<file path="config.mk">
export PLATFORM = sky130hd
export DESIGN_NAME = if_bus_master
export DESIGN_NICKNAME = d
export VERILOG_FILES = /design/src/rtl/if_bus_master_pkg.sv /design/src/rtl/if_timeout_ctr.sv /design/src/rtl/if_bus_master.sv
export SDC_FILE = /design/constraint.sdc
export NUM_CORES = 1
export LEC_CHECK = 0
export ABC_AREA = 1
export BUFFER_PORTS_ARGS = -buffer_cell sky130_fd_sc_hd__buf_2
export CORE_MARGIN = 2
export CORE_UTILIZATION = 50
export DETAILED_ROUTE_END_ITERATION = 16
export PLACE_DENSITY = 0.76
export SLEW_MARGIN = 0
export SYNTH_ARGS = -nofsm -noshare
export SYNTH_HDL_FRONTEND = slang
export SYNTH_SLANG_ARGS = --single-unit
</file>
<file path="constraint.sdc">
create_clock -name clk_in -period 2.3 [get_ports clk_in]
set_clock_uncertainty 0.15 [all_clocks]
set_input_delay 0.115 -clock clk_in [delete_from_list [all_inputs] [get_ports clk_in]]
set_output_delay 0.115 -clock clk_in [all_outputs]
set_load 0.03 [all_outputs]
</file>
<file path="src/rtl/if_bus_master_pkg.sv">
// rtl/if_bus_master_pkg.sv - shared stall encodings, NOP word and fetch FSM states
package if_bus_master_pkg;

    localparam logic STOP = 1'b1;
    localparam logic NOSTOP = 1'b0;
    localparam int STALL_IF_ID = 1;
    localparam logic [31:0] NOP_INST_WORD = 32'h00000013;

    typedef enum logic [1:0] {
        IF_IDLE    = 2'd0,
        IF_REQ     = 2'd1,
        IF_DISCARD = 2'd2,
        IF_HOLD    = 2'd3
    } if_state_e;

    function automatic logic if_stopped(input logic [5:0] stall);
        return stall[STALL_IF_ID] != NOSTOP;
    endfunction

endpackage

</file>
<file path="src/rtl/if_timeout_ctr.sv">
// rtl/if_timeout_ctr.sv - saturating 8-bit wait counter for an outstanding fetch
module if_timeout_ctr #(
    parameter int TIMEOUT_CYCLES = 255
) (
    input  logic clk_in,
    input  logic reset_in,
    input  logic clear,
    input  logic enable,
    output logic expired
);

    logic [7:0] count;

    always_ff @(posedge clk_in) begin
        if (reset_in || clear) begin
            count <= '0;
        end else if (enable && count != 8'hFF) begin
            count <= count + 8'd1;
        end
    end

    // Count starts at 0 on the first waiting cycle, so this fires on the TIMEOUT_CYCLES-th one.
    assign expired = (count >= 8'(TIMEOUT_CYCLES - 1));

endmodule

</file>
<file path="src/rtl/if_bus_master.sv">
// rtl/if_bus_master.sv - turns PC fetches into req/ack instruction bus reads for IF/ID
module if_bus_master
    import if_bus_master_pkg::*;
#(
    parameter int ADDR_WIDTH = 32,
    parameter int DATA_WIDTH = 32,
    parameter int TIMEOUT_CYCLES = 255,
    parameter logic [DATA_WIDTH-1:0] NOP_INST = DATA_WIDTH'(NOP_INST_WORD)
) (
    input  logic                  clk_in,
    input  logic                  reset_in,
    input  logic [ADDR_WIDTH-1:0] pc_in,
    input  logic                  chip_enable_in,
    input  logic [5:0]            stall_in,
    input  logic                  flush_in,
    output logic                  bus_req_out,
    output logic [ADDR_WIDTH-1:0] bus_addr_out,
    input  logic                  bus_ack_in,
    input  logic                  bus_err_in,
    input  logic [DATA_WIDTH-1:0] bus_data_in,
    output logic                  stall_req_out,
    output logic [DATA_WIDTH-1:0] inst_out,
    output logic [ADDR_WIDTH-1:0] inst_pc_out,
    output logic                  inst_valid_out,
    output logic                  fetch_err_out
);

    if_state_e             state;
    logic [DATA_WIDTH-1:0] hold_data;
    logic [ADDR_WIDTH-1:0] hold_pc;
    logic                  valid_q;
    logic                  stopped;
    logic                  done;
    logic                  tmr_clear;
    logic                  tmr_en;
    logic                  expired;

    assign stopped = if_stopped(stall_in);
    assign done    = bus_ack_in | bus_err_in;

    // Counter idles at zero outside the wait states and restarts when a flush turns REQ into DISCARD.
    assign tmr_en    = (state == IF_REQ) || (state == IF_DISCARD);
    assign tmr_clear = (state == IF_IDLE) || (state == IF_HOLD) ||
                       ((state == IF_REQ) && flush_in && !done);

    if_timeout_ctr #(
        .TIMEOUT_CYCLES(TIMEOUT_CYCLES)
    ) u_timeout (
        .clk_in  (clk_in),
        .reset_in(reset_in),
        .clear   (tmr_clear),
        .enable  (tmr_en),
        .expired (expired)
    );

    // PC holds unless the word for the current fetch is landing this cycle.
    assign stall_req_out  = chip_enable_in & ~((state == IF_REQ) & done & ~flush_in);
    assign inst_valid_out = valid_q & ~flush_in;

    always_ff @(posedge clk_in) begin
        if (reset_in) begin
            state         <= IF_IDLE;
            bus_req_out   <= 1'b0;
            bus_addr_out  <= '0;
            inst_out      <= NOP_INST;
            inst_pc_out   <= '0;
            valid_q       <= 1'b0;
            fetch_err_out <= 1'b0;
            hold_data     <= NOP_INST;
            hold_pc       <= '0;
        end else begin
            valid_q       <= 1'b0;
            fetch_err_out <= 1'b0;
            inst_out      <= NOP_INST;
            case (state)
                IF_IDLE: begin
                    if (chip_enable_in && !flush_in && !stopped) begin
                        bus_req_out  <= 1'b1;
                        bus_addr_out <= pc_in;
                        state        <= IF_REQ;
                    end
                end
                IF_REQ: begin
                    if (done && flush_in) begin
                        bus_req_out <= 1'b0;
                        state       <= IF_IDLE;
                    end else if (bus_ack_in) begin
                        bus_req_out <= 1'b0;
                        if (stopped) begin
                            hold_data <= bus_data_in;
                            hold_pc   <= bus_addr_out;
                            state     <= IF_HOLD;
                        end else begin
                            inst_out    <= bus_data_in;
                            inst_pc_out <= bus_addr_out;
                            valid_q     <= 1'b1;
                            state       <= IF_IDLE;
                        end
                    end else if (bus_err_in || (expired && !flush_in)) begin
                        bus_req_out   <= 1'b0;
                        inst_pc_out   <= bus_addr_out;
                        valid_q       <= 1'b1;
                        fetch_err_out <= 1'b1;
                        state         <= IF_IDLE;
                    end else if (flush_in) begin
                        // The bus cannot cancel, so keep req up and swallow the reply.
                        state <= IF_DISCARD;
                    end
                end
                IF_DISCARD: begin
                    if (done || expired) begin
                        bus_req_out <= 1'b0;
                        state       <= IF_IDLE;
                    end
                end
                IF_HOLD: begin
                    if (flush_in) begin
                        hold_data <= NOP_INST;
                        state     <= IF_IDLE;
                    end else if (!stopped) begin
                        inst_out    <= hold_data;
                        inst_pc_out <= hold_pc;
                        valid_q     <= 1'b1;
                        state       <= IF_IDLE;
                    end
                end
                default: state <= IF_IDLE;
            endcase
        end
    end

endmodule

</file>
* Word-level counts from Yosys, hierarchy flattened
Cells that the tools add are included.
** Cells by class
- Add/subtract/negate cells :: 1
- Magnitude comparators :: 1
- Equal/unequal tests :: 17
- Multiplexer cells :: 40
- Bitwise gates (word level) :: 9
- Reduce and logical (&&, ||, !) cells :: 26
** Operators by type and width (count)
- 32-bit two-way mux :: 15
- 32-bit one-hot mux with 2 select lines :: 3
- 2-bit two-way mux :: 9
- 2-bit != test, second input constant :: 6
- 4-bit AND reduction :: 3
- 1-bit two-way mux :: 10
- 8-bit by 1-bit adder with 8-bit output, second input constant :: 1
- 8-bit greater-or-equal comparator, second input constant :: 1
- 8-bit != test, second input constant :: 1
- 2-bit one-hot mux with 4 select lines :: 1
- 1-bit logical AND :: 7
- 1-bit logical OR :: 6
- 3-bit != test, second input constant :: 2
- 6-bit AND reduction :: 1
- 5-bit by 3-bit != test with 1-bit output, second input constant :: 1
- 5-bit AND reduction :: 1
- 1-bit bitwise AND :: 4
- 2-bit == test, second input constant :: 2
- 2-bit by 1-bit != test with 1-bit output, second input constant :: 2
- 4-bit by 2-bit != test with 1-bit output, second input constant :: 1
- 1-bit inverter :: 4
- 4-bit OR reduction :: 1
- 1-bit logical NOT :: 3
- 3-bit by 2-bit != test with 1-bit output, second input constant :: 1
- 8 further kinds :: 8
** Storage, ports and cells
- Register bits :: 173
- Word-level logic and storage cells :: 104

* Depth between registers and ports, before layout
Gate-level depths: netlist (run 1).
- Depth in word-level cells :: 7
- Gate-level depth with buffers :: 12
- Depth with buffers taken out :: 11

* Modules after synthesis
A second synthesis (run 1) with hierarchy kept.
** Second synthesis, totals
- Cells, all modules :: 916
- Area, all modules :: 6889.1 um^2
** By module, submodules not included
- if_bus_master :: instances 1, cells each 848, area each 6428.7 um^2
- if_timeout_ctr :: instances 1, cells each 68, area each 460.4 um^2

* Worst setup path before layout (run 1)
Ideal clock, no wire load.
- Path type :: register to register
- From :: register state[1]
- To :: register inst_pc_out[10]
- Setup time :: 0.116 ns
- Arrival :: 1.457 ns
- Path slack :: 0.577 ns
- Stages on the path, launching flop included :: 13
- Buffers on the path :: 2
- Period minus slack after synthesis :: 1.723 ns
- Cell sequence :: dfxtp_1 inv_1 ha_1 buf_2 nor2_1 inv_2 nand3_1 nor2_2 nand2_4 inv_4 buf_6 nor2_1 nor2_1
** On the way
- Word-level cells in the longest chain between the ends :: 3
- Elaborated cells between the ends (all ways) :: 10
- Classes of those cells :: eq/ne (7); mux (1); reduce/logical (2)
** Ends and longest elaborated chain
- start, declared :: line if_bus_master.sv:28 : if_state_e state;
- start signal, assigned :: line if_bus_master.sv:62 : state <= IF_IDLE;
- start signal, assigned :: line if_bus_master.sv:80 : state <= IF_REQ;
- start signal, assigned :: line if_bus_master.sv:86 : state <= IF_IDLE;
- 2-bit by 1-bit == test with 1-bit output or 2-bit == test (tied branches) :: line if_bus_master.sv:75 : case (state)
- 3-bit by 2-bit != test with 1-bit output (no line), or another cell as far along
- 6-bit AND reduction (no line)
- end signal, assigned :: line if_bus_master.sv:95 : inst_pc_out <= bus_addr_out;
- end signal, assigned :: line if_bus_master.sv:101 : inst_pc_out <= bus_addr_out;
- end signal, assigned :: line if_bus_master.sv:122 : inst_pc_out <= hold_pc;
- end, declared :: line if_bus_master.sv:23 : output logic [ADDR_WIDTH-1:0] inst_pc_out,
Several ways; a longest one is shown, not always the timed one.
A chain may end at the register's enable or synchronous reset.

* Final worst setup path (run 1)
- From :: register state[1]
- To :: register inst_pc_out[6]
Same word-level chain as after synthesis.

==> out/metrics.cfg, run 1 <==
[min_path]
hold_start=chip_enable_in
hold_path_class=in2reg
min_path_cells=7
hold_end=state[1]

[cts]
clk_pin_slew_worst_paths_ns=0.07
numCtsBuffers=17
cts.sinks=173
clk_path_buf_depth=2
cts_max_level=4
insertion_delay_ns=0.42
tritoncts=yes
cts-root-buf=clkbuf_16

[timing]
fin_ws_ns=0.199
worst_pin_slew_ns=0.649
period_needed_ns=2.10
hold_ws_ns=0.115
rsz0062_at_grt=false
fmax_ghz=0.476
finalCritPeriodShare_pct=91.4
maxSlewHeadroom_pct=56.7
setup_viol=0
fin_tns_setup_ns=0
slew_viol_final=0
hold_viol_final=0

[synth]
synth_seq_cells=173
synth.distinct_cells=34
async_reset_ff_share_pct=0
syn_inst=924
synth_top_flop_cell=dfxtp_1
avgSynthCellArea_um2=7.61
synth_edf_count=0
ys_seq_area_share_pct=49.3
synth_warnings=0
synth.cell_area_um2=7030
synth_nets=1007

[critical_path]
rr_worst_depth=10
crit_fanout=32
end_kind=flip-flop
crit_path_start_kind=flip-flop
crit_chain=inv_1 -> ha_1 -> nor2_1 -> inv_2 -> nand3_1 -> nor2_2 -> nand2_4 -> inv_4 -> nor2_1 -> nor2_1
r2r-end=inst_pc_out[6]
slowest_delay_ns=0.38
r2r-start=state[1]
crit_top_cell=nor2_1
r2r_slack_ns=0.20
path_buf_inv=3
critPathSlowestCell=dfxtp_1
required_ns=2.45
cp_top_family=simple AND/OR/NAND/NOR gates
crit_type=reg2reg
critPathArrivalTime_ns=2.25

[detailed_routing]
drt_pass1_iterations=6
ant_nets=0
totalWireLength_mm=19.9
drc=0
vias=7173
viasPerCell=5.41
wire_per_inst_um=15.0
drt_iter0_markers=632

[power_and_ir_drop]
power.density_nw_per_um2=1110
internal_power_mw=6.46
netSwitchingFraction_pct=37.7
p_total_mw=10.4
clock_power_share_pct=30.0
p_leak_nw=3.76
pwr-share-comb_pct=34.2
vdd_ir_drop_max_uv=561
seq_power_share_pct=35.8
p_sw_mw=3.90

[floorplanning]
core_um2=13800
dieArea_um2=15000
io_pins=176
fp-row-count=43
die_w_um=123
die_y_um=123
initial_core_util_pct=50.8

[final_layout]
layout.nets=1216
final_layout_size_suffix_gt1_share_pct=21.2
final_core_util_pct=67.5
stdcell_area_um2=9330
antennaDiodeCount=0
area_delta_synth_final_pct=32.7
instances_no_fill=1326

[place]
dpl.cell_count=1222
post-dp-hpwl_mm=11.6
dp_slack_ns=0.298
placed_area_um2=7970
gp_congestion=0.851
portBuffers=170

[global_routing]
grt_pass1_vias=6493
antenna_found_initial=0
grt_max_degree=71
grt_pass1_wl_mm=31.3
overflow=0
track_usage_pct=26.1

[run_status]
status=finished clean

[job]
drv_cap=0

==> worst min-delay path, delay by kind of cell <==
kind | cells | cell delay [ns]
and+or+nand+nor | 3 | 0.19
AOI/OAI and AO/OA | 2 | 0.16
buffers and inverters | 2 | 0.17
==> power by group through the flow <==
stage	combinational, mW	clock [mW]	sequential [mW]
3_3_place_gp	3.35	0	3.76
2_1_floorplan	1.82	0	4.47
5_1_grt	3.89	3.26	3.76
6_report	3.54	3.10	3.71
4_1_cts	3.53	3.15	3.71
3_5_place_dp	3.39	0	3.78
==> cells in the final DEF, fill, tap and decap left out, types with 3 or more instances in the layout <==
| master | instances |
|---|---|
| dfxtp_1 | 173 |
| buf_2 | 169 |
| nand2_1 | 137 |
| a21oi_1 | 130 |
| nand3_1 | 97 |
| nor2_1 | 87 |
| o21ai_0 | 82 |
| dlygate4sd3_1 | 72 |
| inv_1 | 46 |
| nand4_1 | 31 |
| o21ai_1 | 22 |
| buf_4 | 18 |
| clkbuf_16 | 17 |
| inv_2 | 9 |
| ha_1 | 6 |
| nor2_2 | 4 |
| o211ai_1 | 4 |
| bufinv_16 | 4 |
| clkbuf_8 | 4 |
| nor2_4 | 3 |
| nor3_1 | 3 |
| o41ai_1 | 3 |
| buf_12 | 3 |
==> layout make-up <==
class                      instances  area (um^2)
clock buffer                      23          488
sequential                       173         3460
multi-input combinational        623         3020
fill                            1099         4500
timing repair buffer             262         1760
inverter                          56          213
tap                              180          225
clock inverter                     9          155
==> cells in the mapped netlist, types with 3 or more instances <==
library cell	instances	share of area, %
nor2_1	90	4.8
inv_2	8	0.43
nor3_1	3	0.21
nand4_1	31	2.8
buf_1	8	0.43
buf_6	6	0.96
dfxtp_1	173	49
clkbuf_1	38	2.0
buf_2	18	1.3
nand3_1	97	6.9
inv_1	46	2.5
o41ai_1	3	0.37
o211ai_1	4	0.43
nand2_1	137	7.3
a21oi_1	130	9.3
ha_1	7	1.2
o21ai_1	22	1.6
o21ai_0	82	5.8
==> registers in the layout, indices dropped and copies added, names as in the netlist, 2 cells and up <==
| name | flops |
|---|---|
| inst_pc_out | 32 |
| inst_out | 32 |
| state | 2 |
| u_timeout.count | 8 |
| bus_addr_out | 32 |
| hold_data | 32 |
| hold_pc | 32 |
==> how the worst max path moves through the flow <==
stage	endpoint	slack (ns)	depth (start not counted)	from
finish	inst_pc_out[6]	0.20	10	state[1]
global route	inst_pc_out[6]	0.02	10	state[1]
CTS	stall_req_out	0.26	5	state[1]
detailed placement	inst_pc_out[6]	0.30	10	state[1]
global placement	inst_pc_out[6]	0.36	10	state[1]
floorplan	inst_pc_out[10]	0.58	12	state[1]
==> layer usage <==
metal	routed length, um	part of all wire (%)	global-route usage (%)
met5	0	0	0
met4	460	2.3	10.1
met3	1380	6.9	5.39
met2	9590	48	44.5
met1	8440	42	32.3
==> timing repair <==
action | 4_1_cts | 5_1_grt
setup buffers | 0 | 0
hold buffers | 72 | 0
hold endpoints to repair | 122 | 0
setup endpoints to repair | 0 | 0
gates resized for setup | 0 | 0
==> cell families after synthesis <==
logic type | synth area share [%]
simple gates | 23.2
compound gates | 17.9
flops | 49.3
buf+inv | 7.94
fa+ha+maj | 1.25
xor+xnor | 0.374
(Power assumes the default switching activity.)
==> inputs of run 2 (changes only) <==
Settings changed: RECOVER_POWER from default to 100.
==> out/metrics.cfg, run 2 (synthesis gave the netlist of run 1 again) <==
[run_status]
status=finished clean

[detailed_routing]
totalWireLength_mm=19.9  ; about the same
viasPerCell=5.44  ; +0.56%
drt_iter0_markers=685  ; +8.4%
ant_nets=0  ; unchanged
wire_per_inst_um=15.0  ; about the same
vias=7213  ; +0.56%
drc=0  ; unchanged
drt_pass1_iterations=5  ; -1

[cts]
cts.sinks=173  ; unchanged
cts_max_level=4  ; unchanged
numCtsBuffers=17  ; unchanged
cts-root-buf=clkbuf_16
cts_setup_buffers=0  ; unchanged
clk_path_buf_depth=2  ; unchanged
insertion_delay_ns=0.43  ; about the same
tritoncts=yes
clk_pin_slew_worst_paths_ns=0.07  ; about the same

[timing]
period_needed_ns=2.14  ; +0.0386 ns
fmax_ghz=0.467  ; -1.8%
worst_pin_slew_ns=0.637  ; -0.0122 ns
rsz0062_at_grt=false
finalCritPeriodShare_pct=93.0  ; +1.7 points
slew_viol_final=0  ; unchanged
fin_tns_setup_ns=0  ; unchanged
setup_viol=0  ; unchanged
fin_ws_ns=0.160  ; -0.0386 ns
hold_viol_final=0  ; unchanged
maxSlewHeadroom_pct=57.6  ; +0.81 points

[critical_path]
crit_fanout=7  ; -78%
r2r-start=state[1]
crit_path_start_kind=flip-flop
r2r-end=inst_pc_out[6]
critPathArrivalTime_ns=1.88  ; -0.37 ns
crit_type=reg2out
r2r_slack_ns=0.20  ; about the same
rr_worst_depth=9  ; -1
required_ns=2.04  ; -0.41 ns
end_kind=primary output

[floorplanning]
core_um2=13800  ; unchanged
fp-row-count=43  ; unchanged
dieArea_um2=15000  ; unchanged
die_y_um=123  ; unchanged
die_w_um=123  ; unchanged
io_pins=176  ; unchanged
initial_core_util_pct=50.8  ; unchanged

[place]
post-dp-hpwl_mm=11.6  ; unchanged
placed_area_um2=7970  ; unchanged
dpl.cell_count=1222  ; unchanged
portBuffers=170  ; unchanged
dp_slack_ns=0.298  ; unchanged
gp_congestion=0.851  ; unchanged

[min_path]
hold_path_class=in2reg
hold_end=bus_addr_out[2]
min_path_cells=3  ; -4
hold_start=chip_enable_in

[power_and_ir_drop]
p_total_mw=10.2  ; -1.6%
p_sw_mw=3.90  ; about the same
seq_power_share_pct=36.5  ; +0.7 points
power.density_nw_per_um2=1110  ; +0.23%
vdd_ir_drop_max_uv=565  ; +0.63%
p_leak_nw=3.33  ; -11%
pwr-share-comb_pct=32.9  ; -1.3 points
clock_power_share_pct=30.5  ; +0.5 points
netSwitchingFraction_pct=38.3  ; +0.59 points
internal_power_mw=6.29  ; -2.5%

[final_layout]
layout_commonest_cell=dfxtp_1
num-fill-cells=1177  ; +7.1%
area_delta_synth_final_pct=30.3
regArea_um2=3460  ; unchanged
multi_input_area_um2=3010  ; -0.41%
layout.nets=1216  ; unchanged
mostFrequentLayoutCells=dfxtp_1, nand2_1, a21oi_1
antennaDiodeCount=0  ; unchanged
stdcell_area_um2=9160  ; -1.8%
final_layout_size_suffix_gt1_share_pct=12.0  ; -9.2 points
instances_no_fill=1326  ; unchanged

[job]
drv_cap=0  ; unchanged

[global_routing]
use_met1_pct=32.3  ; unchanged
overflow=0  ; unchanged
grtUsageMet2_pct=44.5  ; unchanged
grt_util_met3_pct=5.39  ; unchanged
grt_pass1_vias=6493  ; unchanged
antenna_found_initial=0  ; unchanged
grt_max_degree=71  ; unchanged
busiest_layer=met2
track_usage_pct=26.1  ; unchanged
grt_pass1_wl_mm=31.3  ; unchanged

run 2: cell count changes in the layout (fill, tap and decap cells not counted), sizes merged:
cell / previous run / this run
buf: 190 / 86
clkbuf: 23 / 127
run 2: how the worst max path moves through the flow:
stage / from / end / cells past startpoint / slack (ns)
2_1_floorplan: state[1] / inst_pc_out[10] / 12 / 0.58
3_3_place_gp: state[1] / inst_pc_out[6] / 10 / 0.36
3_5_place_dp: state[1] / inst_pc_out[6] / 10 / 0.30
4_1_cts: state[1] / stall_req_out / 5 / 0.26
5_1_grt: state[1] / hold_data[12] / 7 / 0.03
6_report: state[1] / stall_req_out / 5 / 0.16
run 2: layer usage:
metal	vias to the layer above	part of all wire (%)
li1	3533	-
met1	3311	42
met2	328	48
met3	41	7.4
met4	0	2.2
met5	-	0
run 2: layout make-up:
type                       instances  share of cell area, %
tap                              180                   2.46
clock inverter                     9                   1.69
timing repair buffer             262                   17.5
inverter                          56                   2.32
multi-input combinational        623                   32.9
clock buffer                      23                   5.33
sequential                       173                   37.8
run 2: what timing repair did:
| action | in CTS | in global routing |
|---|---|---|
| endpoints found under the hold margin | 122 | 0 |
| setup endpoints to repair | 0 | 0 |
| resized for setup | 0 | 0 |
| hold buffers | 72 | 0 |
run 2: power groups by stage:
stage	clock network (mW)	logic, mW	registers, mW
3_3_place_gp	0	3.35	3.76
2_1_floorplan	0	1.82	4.47
4_1_cts	3.15	3.53	3.71
3_5_place_dp	0	3.39	3.78
6_report	3.11	3.36	3.72
5_1_grt	3.26	3.71	3.77
run 2: metrics by stage:
step / hold slack, ns / utilization (%)
global route: 0.134 / 66.2
CTS: 0.111 / 67.5
finish: 0.105 / 66.2
floorplan: 0.0907 / -
global placement: 0.230 / 57.6
detailed placement: 0.226 / 57.6
run 2: critical path: stages, from the launching register on:
cell and delay (ns):
dfxtp_1 0.38, inv_1 0.09, ha_1 0.23, clkbuf_1 0.18, a31oi_1 0.23, clkbuf_1 0.33
